<file path="config.mk">
export PLATFORM = sky130hd
export DESIGN_NAME = adc_serial_capture
export DESIGN_NICKNAME = d
export VERILOG_FILES = /design/src/rtl/adc_serial_capture.sv
export SDC_FILE = /design/constraint.sdc
export NUM_CORES = 1
export LEC_CHECK = 0
export BUFFER_PORTS_ARGS = -buffer_cell sky130_fd_sc_hd__buf_2
export CORE_AREA = 2 2 69 45
export DETAILED_ROUTE_END_ITERATION = 6
export DIE_AREA = 0 0 71 47
export PLACE_DENSITY_LB_ADDON = 0.08
export SLEW_MARGIN = 20
export SYNTH_ARGS = -nofsm -noshare
export SYNTH_HDL_FRONTEND = slang
export SYNTH_SLANG_ARGS = --single-unit
</file>
<file path="constraint.sdc">
create_clock -name clk150M_in -period 2.1 [get_ports clk150M_in]
set_input_delay 0.21 -clock clk150M_in [delete_from_list [all_inputs] [get_ports clk150M_in]]
set_output_delay 0.21 -clock clk150M_in [all_outputs]
set_load 0.005 [all_outputs]
</file>
<file path="src/rtl/adc_serial_capture.sv">
// -----------------------------------------------------------------------------
// adc_serial_capture
//
// Runs one 3-wire serial ADC read (cs_n / sclk / sdo) per frame strobe and
// hands the parallel result to downstream logic with a one-cycle valid pulse.
//
// Everything runs in the 150 MHz domain. The 470 kHz frame strobe and the
// 5 MHz bit clock come from a divider in the same domain. They are treated as
// data levels and edge-detected against a one-cycle delayed copy. They never
// clock any flop.
//
// Ports
//   clk150M_in    system clock, 150 MHz
//   rst_n         asynchronous active-low reset
//   enable        1 = accept frame triggers (gates frame start only)
//   clk470k_in    frame strobe level; a rising edge requests a frame
//   clk5M_in      bit clock level; adc_sclk is this level delayed by 1 cycle
//   adc_sdo       serial data from the ADC, sampled on each bit clock rise
//   adc_cs_n      ADC chip select, active low, registered
//   adc_sclk      ADC serial clock, registered
//   sample_data   last captured sample, MSB first on the wire
//   sample_valid  one-cycle pulse in the cycle sample_data updates
//   overrun       one-cycle pulse when a frame strobe arrives while busy
// -----------------------------------------------------------------------------
module adc_serial_capture #(
   parameter int DATA_BITS = 10
) (
   input  logic                 clk150M_in,
   input  logic                 rst_n,
   input  logic                 enable,
   input  logic                 clk470k_in,
   input  logic                 clk5M_in,
   input  logic                 adc_sdo,
   output logic                 adc_cs_n,
   output logic                 adc_sclk,
   output logic [DATA_BITS-1:0] sample_data,
   output logic                 sample_valid,
   output logic                 overrun
);

   // bit_cnt must be able to hold DATA_BITS itself, the value it reaches
   // on the final rise before DONE clears it.
   localparam int               CNT_W    = $clog2(DATA_BITS + 1);
   localparam logic [CNT_W-1:0] LAST_BIT = CNT_W'(DATA_BITS - 1);

   typedef enum logic [2:0] {
      IDLE,
      ARM,
      SHIFT,
      TAIL,
      DONE
   } state_t;

   state_t               state;
   logic                 clk470k_q;
   logic                 clk5M_q;
   logic [DATA_BITS-1:0] shreg;
   logic [DATA_BITS-1:0] shreg_nxt;
   logic [CNT_W-1:0]     bit_cnt;
   logic                 trig;
   logic                 rise;

   // ---------------------------------------------------------------------------
   // Input edge detection
   // ---------------------------------------------------------------------------
   always_ff @(posedge clk150M_in or negedge rst_n) begin
      if (!rst_n) begin
         clk470k_q <= 1'b0;
         clk5M_q   <= 1'b0;
      end else begin
         clk470k_q <= clk470k_in;
         clk5M_q   <= clk5M_in;
      end
   end

   assign trig = clk470k_in & ~clk470k_q;
   assign rise = clk5M_in & ~clk5M_q;

   // A one-bit capture has nothing to shift along; the new bit simply
   // replaces the register.
   generate
      if (DATA_BITS == 1) begin : g_shift_one
         assign shreg_nxt = adc_sdo;
      end else begin : g_shift_many
         assign shreg_nxt = {shreg[DATA_BITS-2:0], adc_sdo};
      end
   endgenerate

   // ---------------------------------------------------------------------------
   // Frame sequencer
   // ---------------------------------------------------------------------------
   always_ff @(posedge clk150M_in or negedge rst_n) begin
      if (!rst_n) begin
         state        <= IDLE;
         adc_cs_n     <= 1'b1;
         adc_sclk     <= 1'b0;
         shreg        <= '0;
         bit_cnt      <= '0;
         sample_data  <= '0;
         sample_valid <= 1'b0;
         overrun      <= 1'b0;
      end else begin
         sample_valid <= 1'b0;
         // A strobe outside IDLE is dropped; the running frame carries on.
         // This includes the DONE cycle, since state has not yet returned.
         overrun      <= trig & (state != IDLE);

         case (state)
            IDLE: begin
               adc_cs_n <= 1'b1;
               adc_sclk <= 1'b0;
               if (trig && enable) begin
                  adc_cs_n <= 1'b0;
                  state    <= ARM;
               end
            end

            // Hold sclk low until the bit clock is low, so the first sclk
            // high phase is a full one and starts at least one cycle after
            // cs_n has fallen.
            ARM: begin
               adc_cs_n <= 1'b0;
               adc_sclk <= 1'b0;
               if (!clk5M_in) begin
                  state <= SHIFT;
               end
            end

            // sclk is registered from the bit clock level, so it goes high
            // on the same edge that samples sdo.
            SHIFT: begin
               adc_sclk <= clk5M_in;
               if (rise) begin
                  shreg   <= shreg_nxt;
                  bit_cnt <= bit_cnt + CNT_W'(1);
                  if (bit_cnt == LAST_BIT) begin
                     state <= TAIL;
                  end
               end
            end

            // Let the last sclk high phase run to full width before
            // releasing chip select.
            TAIL: begin
               adc_sclk <= clk5M_in;
               if (!clk5M_in) begin
                  state <= DONE;
               end
            end

            DONE: begin
               adc_cs_n     <= 1'b1;
               adc_sclk     <= 1'b0;
               sample_data  <= shreg;
               sample_valid <= 1'b1;
               bit_cnt      <= '0;
               state        <= IDLE;
            end

            default: begin
               adc_cs_n <= 1'b1;
               adc_sclk <= 1'b0;
               bit_cnt  <= '0;
               state    <= IDLE;
            end
         endcase
      end
   end

endmodule

</file>
==> report_table.html <==
<table>
<tr><th>Metric</th><th>Value</th></tr>
<tr><th colspan="2">STA</th></tr>
<tr><td>Final count of hold timing violations</td><td>26</td></tr>
<tr><td>Count of final setup violators</td><td>0</td></tr>
<tr><td>Worst Hold Slack</td><td>-0.0121 ns</td></tr>
<tr><td>Setup repair after global routing missed its margin</td><td>false</td></tr>
<tr><td>Portion of the clock cycle consumed by the worst path in the final layout</td><td>0.809</td></tr>
<tr><td>Upper clock frequency limit</td><td>588 MHz</td></tr>
<tr><td>Worst-margin pin slew</td><td>0.723 ns</td></tr>
<tr><td>Worst-case setup margin in the final layout</td><td>0.401 ns</td></tr>
<tr><td>Setup skew after layout</td><td>0.00445 ns</td></tr>
<tr><td>Worst-case headroom to the max-slew limit</td><td>0.518</td></tr>
<tr><td>Total count of max-transition violations in the final report</td><td>0</td></tr>
<tr><td>Post-layout min period</td><td>1.70 ns</td></tr>
<tr><td>Final total negative setup slack</td><td>0 ns</td></tr>
<tr><th colspan="2">Clock tree</th></tr>
<tr><td>CTS-repair resized insts</td><td>0</td></tr>
<tr><td>Buffer levels on the longest clock path</td><td>2</td></tr>
<tr><td>Quantity of hold-fixing buffers added after cts</td><td>0</td></tr>
<tr><td>Clock root cell</td><td>sky130_fd_sc_hd__clkbuf_8</td></tr>
<tr><td>Maximum level of the CTS H-tree</td><td>2</td></tr>
<tr><td>Worst-Skew Late Latency</td><td>0.27 ns</td></tr>
<tr><td>Total clock sinks</td><td>33</td></tr>
<tr><td>CTS tree</td><td>built</td></tr>
<tr><td>Post CTS Setup Buffer Count</td><td>0</td></tr>
<tr><td>Inserted Clock Buffers</td><td>5</td></tr>
<tr><td>Register clock-pin slew on the reported worst setup and hold paths</td><td>0.06 ns</td></tr>
<tr><th colspan="2">Critical path</th></tr>
<tr><td>Setup crit start kind</td><td>flip-flop</td></tr>
<tr><td>Data arrival time of the worst path</td><td>1.86 ns</td></tr>
<tr><td>Path type of the worst setup path</td><td>flip-flop to flip-flop</td></tr>
<tr><td>Type of destination of the critical path</td><td>flip-flop</td></tr>
<tr><td>CP max stage cell</td><td>sky130_fd_sc_hd__or4b_4</td></tr>
<tr><td>Cells along the critical path</td><td>or4b_4 -&gt; mux2_4</td></tr>
<tr><td>CP Data Required Time</td><td>2.26 ns</td></tr>
<tr><td>Kind of cell adding the most delay to the critical path</td><td>simple AND/OR/NAND/NOR gates</td></tr>
<tr><td>Max incr delay on CP</td><td>0.73 ns</td></tr>
<tr><td>Buf/Inv on CP</td><td>0</td></tr>
<tr><td>Maximum fanout along the worst path</td><td>13</td></tr>
<tr><th colspan="2">Final layout</th></tr>
<tr><td>Most common cell after layout, fill and taps aside</td><td>sky130_fd_sc_hd__dfrtp_1</td></tr>
<tr><td>Total Nets Final</td><td>123</td></tr>
<tr><td>P&amp;R area growth vs syn</td><td>15.0%</td></tr>
<tr><td>Commonest cells after routing, fill and taps aside</td><td>sky130_fd_sc_hd__dfrtp_1, sky130_fd_sc_hd__buf_2, sky130_fd_sc_hd__mux2_1, sky130_fd_sc_hd__mux2_4, sky130_fd_sc_hd__clkbuf_8</td></tr>
<tr><td>Layout Cells excl Fill</td><td>150</td></tr>
<tr><td>Antenna diode count</td><td>0</td></tr>
<tr><td>Proportion of layout cells with a drive suffix above 1</td><td>0.353</td></tr>
<tr><td>Final Cell Area</td><td>1570 sq um</td></tr>
<tr><td>Core occupancy in the finished layout</td><td>0.576</td></tr>
<tr><td>Fillers</td><td>240</td></tr>
<tr><th colspan="2">Logic synthesis</th></tr>
<tr><td>Area fraction of the dominant cell type after synthesis</td><td>0.588</td></tr>
<tr><td>Synthesized instance count</td><td>92</td></tr>
<tr><td>Post-synth net total</td><td>100</td></tr>
<tr><td>Mean area per synthesized cell</td><td>14.8 sq um</td></tr>
<tr><td>Cell type with the highest aggregate area in the netlist</td><td>sky130_fd_sc_hd__dfrtp_1</td></tr>
<tr><td>Most frequently used flop master after synthesis</td><td>sky130_fd_sc_hd__dfrtp_1</td></tr>
<tr><td>Library cells used by synthesis</td><td>29</td></tr>
<tr><td>Cell types occupying the most area after synthesis</td><td>sky130_fd_sc_hd__dfrtp_1, sky130_fd_sc_hd__mux2_4, sky130_fd_sc_hd__mux2_1, sky130_fd_sc_hd__nor3b_1, sky130_fd_sc_hd__dfstp_2</td></tr>
<tr><td>Flip-flop and latch count after synthesis</td><td>33</td></tr>
<tr><td>Sequential fraction of the synthesis area</td><td>0.607</td></tr>
<tr><td>Count of flip-flops with a built-in enable after synthesis</td><td>0</td></tr>
<tr><td>Mapped cell area</td><td>1360 sq um</td></tr>
<tr><td>Syn. warnings</td><td>0</td></tr>
<tr><td>Async set-reset flop share out of synthesis</td><td>1.00</td></tr>
<tr><th colspan="2">Detailed routing</th></tr>
<tr><td>Pre-Repair DR Iteration Count</td><td>4</td></tr>
<tr><td>Total wire length</td><td>2.19 mm</td></tr>
<tr><td>Total number of vias</td><td>752</td></tr>
<tr><td>Antenna viol nets, final</td><td>0</td></tr>
<tr><td>Initial detailed-routing violation count</td><td>42</td></tr>
<tr><td>Average wire per cell in the routed design</td><td>14.6 microns</td></tr>
<tr><td>Vias per inst</td><td>5.01</td></tr>
<tr><td>Residual DRC</td><td>0</td></tr>
<tr><th colspan="2">Floorplan</th></tr>
<tr><td>Starting density of the core</td><td>0.501</td></tr>
<tr><td>Placeable core region</td><td>2720 sq um</td></tr>
<tr><td>Number of placed I/O pins</td><td>20</td></tr>
<tr><td>Die X-Extent</td><td>71 microns</td></tr>
<tr><td>Row count</td><td>15</td></tr>
<tr><td>Total Die Area</td><td>3340 sq um</td></tr>
<tr><td>Floorplan die height</td><td>47 microns</td></tr>
<tr><th colspan="2">Global route</th></tr>
<tr><td>Global-route met2 utilization</td><td>0.196</td></tr>
<tr><td>First-pass GRT wire length</td><td>3.59 mm</td></tr>
<tr><td>Overflow after GRT</td><td>0</td></tr>
<tr><td>Met1 global-route usage</td><td>0.218</td></tr>
<tr><td>Total Routing Usage GR</td><td>0.150</td></tr>
<tr><td>Layer with the highest usage</td><td>met1</td></tr>
<tr><td>Via count of the first global-routing pass</td><td>749</td></tr>
<tr><td>Met3 demand-to-capacity share in global routing</td><td>0.0579</td></tr>
<tr><td>Largest net degree at the start of global routing</td><td>34</td></tr>
<tr><td>Antenna violations before repair</td><td>0</td></tr>
<tr><th colspan="2">Pwr</th></tr>
<tr><td>Power after layout</td><td>1.87 mW</td></tr>
<tr><td>Worst IR Drop VDD</td><td>0.000532 V</td></tr>
<tr><td>Total power density per cell area</td><td>1190 nW/um^2</td></tr>
<tr><td>Reported leakage power</td><td>0.833 nW</td></tr>
<tr><th colspan="2">Placed design</th></tr>
<tr><td>Count of buffers inserted at the top-level ports</td><td>19</td></tr>
<tr><td>Placed Area</td><td>1480 sq um</td></tr>
<tr><td>Final GP Congestion</td><td>0.808</td></tr>
<tr><td>Worst slack, placed</td><td>0.417 ns</td></tr>
<tr><td>Placed cell count</td><td>142</td></tr>
<tr><td>Detailed-placement wirelength estimate</td><td>1.50 mm</td></tr>
<tr><th colspan="2">Run status</th></tr>
<tr><td>Result of the run</td><td>complete, but fails checks</td></tr>
<tr><td>Violated checks</td><td>hold timing</td></tr>
<tr><th colspan="2">Run</th></tr>
<tr><td>Max-Cap Viols</td><td>0</td></tr>
<tr><th colspan="2">Worst hold path</th></tr>
<tr><td>Class of the tightest hold or removal check</td><td>input port to asynchronous set/reset pin</td></tr>
</table>
-- registers in the layout, indices dropped and copies added (netlist names) --
name	flops
sample_data	10
shreg	10
bit_cnt	4
state	3
adc_cs_n	1
adc_sclk	1
clk470k_q	1
clk5M_q	1
overrun	1
sample_valid	1
-- area by class of cell --
class | instances | area, sq um | share of cell area
clock buffer | 6 | 72.6 | 0.0463
sequential | 33 | 827 | 0.528
multi-input combinational | 51 | 493 | 0.315
inverter | 3 | 11.3 | 0.00719
tap | 34 | 42.5 | 0.0272
timing repair buffer | 21 | 110 | 0.0703
clock inverter | 2 | 10.0 | 0.00639
-- cells in the mapped netlist (all sizes together) (2+ instances only) --
library cell / n
a21oi: 3
buf: 3
clkbuf: 2
dfrtp: 32
ha: 2
inv: 3
mux2: 20
nor2: 3
nor2b: 3
nor3: 2
nor3b: 4
xnor2: 2
-- worst paths after layout --
kind,startpoint,endpoint,slack (ns),cells after the start
min in group clk150M_in,clk470k_in,clk470k_q,0.07,1
min,rst_n,adc_sclk,-0.01,1
max,state[2],shreg[0],0.40,2
max in group asynchronous,rst_n,shreg[0],1.65,1
max reg2reg,state[2],shreg[0],0.40,2
min reg2reg,clk470k_q,overrun,0.44,1
-- cell families (layout without fill, tap and decap cells) --
logic type                 count (synthesis)  after routing  share of synthesized area
buffers and inverters                      8             32                     0.0312
adders and majority gates                  2              2                     0.0184
DFF                                       33             33                      0.607
and+or+nand+nor                           19             19                     0.0955
AOI/OAI and AO/OA                          7              7                     0.0349
muxes                                     21             21                      0.200
xor gates and xnor gates                   2              2                     0.0129
-- layer usage --
| metal | wire length (microns) | vias up |
|---|---|---|
| met3 | 91 | 2 |
| li1 | - | 368 |
| met5 | 0 | - |
| met4 | 8 | 0 |
| met1 | 1190 | 367 |
| met2 | 891 | 15 |
-- where the power goes --
group          internal, mW  leakage [nW]  switching (mW)
clock network         0.229        0.0450           0.217
logic                 0.272         0.354           0.176
registers             0.820         0.434           0.155
Note: power is estimated with default switching activity, not from simulation.
